--- src/rtl/reg_file_2r1w_pkg.sv ---
// Shared core constants and types for the integer register file.
package core_pkg;

  localparam int XLEN   = 32;
  localparam int ADDR_W = 5;
  localparam int NREGS  = 32;

  typedef logic [XLEN-1:0]   word_t;
  typedef logic [ADDR_W-1:0] reg_addr_t;

  localparam reg_addr_t REG_ZERO = 5'd0;

endpackage : core_pkg

--- src/rtl/reg_file_2r1w_decoder_5_32.sv ---
// 5-to-32 one-hot decoder for the register-file write address.
module decoder_5_32
  import core_pkg::*;
(
  input  reg_addr_t        addr,
  output logic [NREGS-1:0] onehot
);

  // NOTE: every output of a combinational block gets a default first so no latch is inferred.
  always_comb begin
    onehot       = '0;
    onehot[addr] = 1'b1;
  end

endmodule : decoder_5_32

--- src/rtl/reg_file_2r1w.sv ---
// 32-entry RV integer register file, 2 combinational reads + 1 synchronous write.
// Optional macro REGFILE_BYPASS_EN adds write-through bypass on rd1/rd2.
module reg_file_2r1w
  import core_pkg::*;
(
  input  logic      clk,
  input  logic      rst,
  input  reg_addr_t a1,
  input  reg_addr_t a2,
  input  reg_addr_t a3,
  input  logic      we3,
  input  word_t     wd3,
  output word_t     rd1,
  output word_t     rd2,
  input  reg_addr_t dbg_addr,
  output word_t     dbg_data
);

  logic [NREGS-1:0] wsel;
  logic             wr_ok;
  word_t            regs_q [NREGS-1:1];
  word_t            regs_d [NREGS-1:1];
  word_t            rd1_st;
  word_t            rd2_st;

  decoder_5_32 u_wdec (
    .addr   (a3),
    .onehot (wsel)
  );

  // x0 has no storage, so a write decoding to slot 0 is simply dropped here.
  assign wr_ok = we3 & ~rst & ~wsel[0];

  always_comb begin
    for (int i = 1; i < NREGS; i++) begin
      regs_d[i] = regs_q[i];
      if (wr_ok && wsel[i]) begin
        regs_d[i] = wd3;
      end
    end
  end

  // NOTE: sequential state uses <= so every flop samples pre-edge values.
  // NOTE: the array is cleared on reset because software may read any register before writing it.
  always_ff @(posedge clk) begin
    if (rst) begin
      for (int i = 1; i < NREGS; i++) begin
        regs_q[i] <= '0;
      end
    end else begin
      for (int i = 1; i < NREGS; i++) begin
        regs_q[i] <= regs_d[i];
      end
    end
  end

  always_comb begin
    rd1_st   = '0;
    rd2_st   = '0;
    dbg_data = '0;
    if (a1 != REG_ZERO)       rd1_st   = regs_q[a1];
    if (a2 != REG_ZERO)       rd2_st   = regs_q[a2];
    if (dbg_addr != REG_ZERO) dbg_data = regs_q[dbg_addr];
  end

`ifdef REGFILE_BYPASS_EN
  // wr_ok already excludes x0 and reset, so the bypass inherits both guards.
  assign rd1 = (wr_ok && (a1 == a3)) ? wd3 : rd1_st;
  assign rd2 = (wr_ok && (a2 == a3)) ? wd3 : rd2_st;
`else
  assign rd1 = rd1_st;
  assign rd2 = rd2_st;
`endif

endmodule : reg_file_2r1w
--- config.mk ---
export PLATFORM = sky130hd
export DESIGN_NAME = reg_file_2r1w
export DESIGN_NICKNAME = d
export VERILOG_FILES = /design/src/rtl/reg_file_2r1w_pkg.sv /design/src/rtl/reg_file_2r1w_decoder_5_32.sv /design/src/rtl/reg_file_2r1w.sv
export SDC_FILE = /design/constraint.sdc
export NUM_CORES = 2
export LEC_CHECK = 0
export CAP_MARGIN = 5
export CORE_MARGIN = 2
export CORE_UTILIZATION = 40
export CTS_CLUSTER_SIZE = 30
export DETAILED_ROUTE_END_ITERATION = 6
export GPL_ROUTABILITY_DRIVEN = 0
export SLEW_MARGIN = 20
export SYNTH_ARGS = -nofsm -noshare
export SYNTH_HDL_FRONTEND = slang
export SYNTH_SLANG_ARGS = --single-unit
--- constraint.sdc ---
create_clock -name clk -period 6.9 [get_ports clk]
set_input_delay 2.07 -clock clk [delete_from_list [all_inputs] [get_ports clk]]
set_output_delay 2.07 -clock clk [all_outputs]
set_load 0.005 [all_outputs]
# ---- After elaboration in Yosys (flattened, before gate mapping)
# Memories as Yosys holds them, arrays and structs flattened.
# Cells that the tools add are included.
dict set report word_totals {
  reg_bits 0
  ram_bits 992
  input_bits 55
  out_inout_bits 96
  mem_count 1
}
# memory words width rd rd_clocked_by_memory_dff wr line
set memory_table {}
lappend memory_table {regs_q 31 32 3 0 31 reg_file_2r1w.sv:21} ;# word_t regs_q [NREGS-1:1];
dict set report classes {
  magnitude_cmp 2
  n_eq_ne 31
  mux 70
  bitwise_logic 35
  n_reduce_logical 66
}
# cell count
set ops {}
lappend ops {{two-way mux 32 bit} 65}
lappend ops {{AND reduction 2 bit} 31}
lappend ops {{logical AND 1 bit} 32}
lappend ops {{!= test 1 bit, second input constant} 31}
lappend ops {{OR 1 bit} 31}
lappend ops {{nonzero test 5 bit} 3}
lappend ops {{< comparator 5 x 6 -> 1 bit, second input constant} 1}
lappend ops {{demux 1 bit (select 5 bit)} 1}
lappend ops {{>= comparator 5 x 1 -> 1 bit, second input constant} 1}
lappend ops {{two-way mux 1 bit} 4}
lappend ops {{bitwise AND 1 bit} 2}
lappend ops {{inverter 1 bit} 2}

# ---- Logic depth before layout (Yosys ltp)
dict set report logic_depth {
  depth_word 10
  depth_mapped 8
}

# ---- By module
# Synthesis repeated with hierarchy kept, for this count alone.
dict set report hier_totals {
  cells_unflattened 4521
  hier_area_um2 61925.6
}
# mod n_inst cells_each area_per_inst_um2 seq_area_each_um2
set modules_own_cells {}
lappend modules_own_cells {reg_file_2r1w 1 4474 61711.7 29788.6}
lappend modules_own_cells {decoder_5_32 1 47 214.0 0.0}

# ---- Least setup slack after synthesis
# No wires, ideal clock.
dict set report synth_timing {
  path_type {input to output}
  startpoint {input port dbg_addr[0]}
  endpoint {output port dbg_data[10]}
  arrival_ns 3.331
  required_time_ns 4.830
  slack_ns 1.499
  path_stages 6
  cell_sequence {buf_6 buf_6 buf_6 mux4_2 a22oi_1 nand4_1}
}
dict set report synth_via {
  elab_chain_len 2
}
# item line
set synth_lines {}
lappend synth_lines {{start: declaration} reg_file_2r1w.sv:15} ;# input reg_addr_t dbg_addr,
lappend synth_lines {{memory read (31 x 32 bit) / nonzero test 5 bit (equally long branches)} n/a}
lappend synth_lines {{two-way mux 32 bit *} reg_file_2r1w.sv:63} ;# if (dbg_addr != REG_ZERO) dbg_data = regs_q[dbg_addr];
lappend synth_lines {{end: declaration} reg_file_2r1w.sv:16} ;# output word_t dbg_data
# Every way passes the cells marked *; elsewhere a longest branch is shown, timed or not.

# ---- Worst setup path in the final report
dict set report layout_timing {
  startpoint {input port a1[3]}
  endpoint {output port rd1[19]}
}
dict set report layout_via {
  elab_chain_len 2
}
# item line
set layout_lines {}
lappend layout_lines {{start: declaration} reg_file_2r1w.sv:8} ;# input reg_addr_t a1,
lappend layout_lines {{memory read (31 x 32 bit) / nonzero test 5 bit (equally long branches)} n/a}
lappend layout_lines {{two-way mux 32 bit *} reg_file_2r1w.sv:61} ;# if (a1 != REG_ZERO) rd1_st = regs_q[a1];
lappend layout_lines {{end: declaration} reg_file_2r1w.sv:13} ;# output word_t rd1,
# Marked as above.

==> results.yml <==
logic_synthesis:
  postSynthAreaPerCell_um2: 12.5
  synth_area_um2: 62200
  synthCells: 4966
  yosysSeqAreaShare: 0.479
  syn_nets: 5021
  ys_warn_count: 0
  ys_seq_elements: 992
  ys_types: 48
critical_path:
  crit_arrival_ns: 4.84
  worstPathRequired_ns: 4.83
  path_max_fanout: 11
  critPathLaunch: "a1[3]"
  worst_setup_path_end_kind: "output port"
  crit_type: "primary input to output port"
  cp-start-kind: "primary input"
timing:
  final_hold_viol_count: 0
  setup_viol: 1
  rsz0062_at_grt: "false"
  period_needed_ns: 6.91
  worstMarginPinSlew_ns: 1.13
  period_share: 1.00
  fin_ws_ns: -0.00599
  relSlewSlack: 0.241
  drv_slew: 0
  fmax_ghz: 0.145
routing:
  drt-pass1-iter-count: 6
  wire_per_inst_um: 34.2
  wirelength_mm: 245
  met1_length_mm: 95.0
  dr.first_iter.drc_count: 6176
  wl_met2_mm: 107
  highest_layer: "met5"
  wl_met3_mm: 25.3
  routed_via_density: 6.45
  ant_nets: 0
  vias: 46300
  drc: 0
final_layout:
  top_register: "regs_q"
  reg_top3: "regs_q: 992 flops"
  drive_gt1_frac: 0.208
  final_util: 0.461
  fill_cells: 13800
  finalInstanceArea_um2: 71100
  syn_to_final_growth_pct: 14.3
  finalNetCount: 5096
  largest_reg_flops: 992
placement:
  pre_cts_ws_ns: -0.0805
  placed_area_um2: 67600
  portBuffers: 150
  dpl.hpwl_mm: 162
clock_network:
  clk_pin_slew_worst_paths_ns: 0.07
  cts_tree: "built"
  clockBufferDepth: 3
  numCtsBuffers: 109
  cts.sinks: 992
  root_buffer: "clkbuf_16"
  h-tree-depth: 3
  cts_setup_buffers: 0
pwr:
  powerDensity_nw_per_um2: 222
  pwr-share-seq: 0.458
  p_leak_nw: 26.1
  combPwrFrac: 0.172
  intPower_mw: 11.4
  switching_share: 0.279
  vdd_ir_drop_max_mv: 0.262
  clkPwrFrac: 0.370
  switchingPower_mw: 4.41
global_route:
  antenna_found_initial: 15
  grt_max_degree: 64
  grt_pass1_vias: 45000
  grt_pass1_wl_mm: 340
  grtUsageTotal: 0.303
  grt-ovfl-total: 0
floorplanning:
  die_w_um: 398
  coreArea_um2: 154000
  rows: 144
  die_height_um: 398
  start_util: 0.403
  ios: 151
  dieArea_um2: 159000
outcome:
  status: "finished with violations"
  violations: "negative setup slack"
worst_hold_path:
  hp-start: "wd3[4]"
  hold_class: "primary input to flop"
  hold_depth: 2
job:
  maxCapViolCount: 0
[logic make-up (layout without fill, tap and decap cells)]
group,Yosys count,in the layout,share of synthesized area
AND/OR/NAND/NOR,1634,1634,0.149
multiplexers,1201,1201,0.257
flip-flops,992,992,0.479
AO/OA/AOI/OAI,614,614,0.0719
buffers and inverters,525,694,0.0432
other,0,4,0
[area by class of cell]
type	count	area (um2)	area share
Multi-Input combinational cell	3449	30100	0.424
Timing Repair Buffer	489	5160	0.0726
Sequential cell	992	29800	0.419
Antenna cell	4	10.0	0.000141
Clock buffer	141	2870	0.0404
Clock inverter	64	571	0.00802
Tap cell	2044	2560	0.0360
[routing by layer]
metal | vias to the layer above | global-route usage
li1 | 19000 | -
met1 | 23600 | 0.405
met2 | 3035 | 0.453
met3 | 653 | 0.0601
met4 | 16 | 0.188
met5 | - | 0
[cells in the mapped netlist, drive strengths merged]
cell	number	area [um2]
buf	244	1630
and3	1	6.26
edfxtp	992	29800
nor2b	15	96.3
nor4	26	178
a21oi	200	1000
nand2b	3	18.8
clkbuf	281	1060
mux4	306	6890
a221o	9	90.1
a211oi	46	576
nor2	147	552
o22ai	55	350
mux2	96	1080
o221ai	31	365
or3b	4	35.0
a22o	23	201
o21ai	9	45.0
nand2	197	739
nand4b	1	8.76
nand3b	6	61.3
nor3b	4	35.0
a22oi	217	1630
or4	1	7.51
nor3	1	16.3
a221oi	24	216
nand4bb	1	11.3
mux2i	799	8000
or2	32	200
nand3	130	651
nand4	64	400
or3	3	18.8
and2	998	6240
[path summary, 6_finish.rpt]
kind              slack (ns)             to
setup / recovery      -0.006        rd1[19]
hold / removal          1.99  regs_q[22][4]
[placed cells by master (no fill, tap or decap), types with 4 or more instances in the layout]
master / n
o22ai_1: 53
mux4_2: 306
clkinv_1: 27
a22o_1: 23
mux2_1: 8
mux2_2: 88
buf_4: 250
mux2i_1: 799
nor2_1: 112
or2_2: 31
a21oi_1: 200
diode_2: 4
nand4_1: 64
and2_1: 993
a221o_1: 9
nand3b_1: 4
o221ai_2: 15
clkdlybuf4s50_1: 130
buf_8: 8
o221ai_1: 16
a221oi_1: 23
buf_2: 10
clkinv_2: 19
buf_12: 88
and2_2: 5
clkbuf_1: 31
nor2_4: 35
nor4_1: 23
o21ai_1: 9
nand2_1: 195
a22oi_1: 216
nand3_1: 130
edfxtp_1: 992
nor2b_4: 12
clkbuf_16: 110
inv_6: 4
a211oi_2: 45
bufinv_16: 10
[per-stage QoR]
| stage | setup TNS, ns | std cells | power, mW | hold slack, ns |
|---|---|---|---|---|
| global placement | -0.105 | 6972 | 9.99 | 3.06 |
| CTS | 0 | 7178 | 15.8 | 2.00 |
| global route | 0 | 7179 | 16.2 | 2.01 |
| finish | -0.00599 | 7183 | 15.8 | 1.99 |
| floorplan | 0 | 4966 | 8.75 | 2.27 |
| detailed placement | -0.0805 | 6973 | 10.0 | 2.79 |
[power by group through the flow]
stage                     Combinational, mW  Clock (mW)  Sequential, mW
after floorplan                        1.50           0            7.25
after global placement                 2.65           0            7.33
after detailed placement               2.66           0            7.35
after CTS                              2.67        5.89            7.23
after global routing                   2.80        6.12            7.27
final                                  2.72        5.85            7.24
[critical path, stage by stage]
cell and delay, ns:
clkdlybuf4s50_1 0.45, buf_12 0.17, or3b_2 0.51, buf_12 0.18, o22ai_1 0.18, o21ai_1 0.09
a22oi_1 0.53, clkdlybuf4s50_1 0.63
[timing repair]
action                                  CTS  global route
hold buffers                              0             0
endpoints found under the setup margin    1             3
gates cloned                              0             0
gates resized for setup                   1             4
pin swaps                                 0             2
Power figures use the tool's default switching activity.
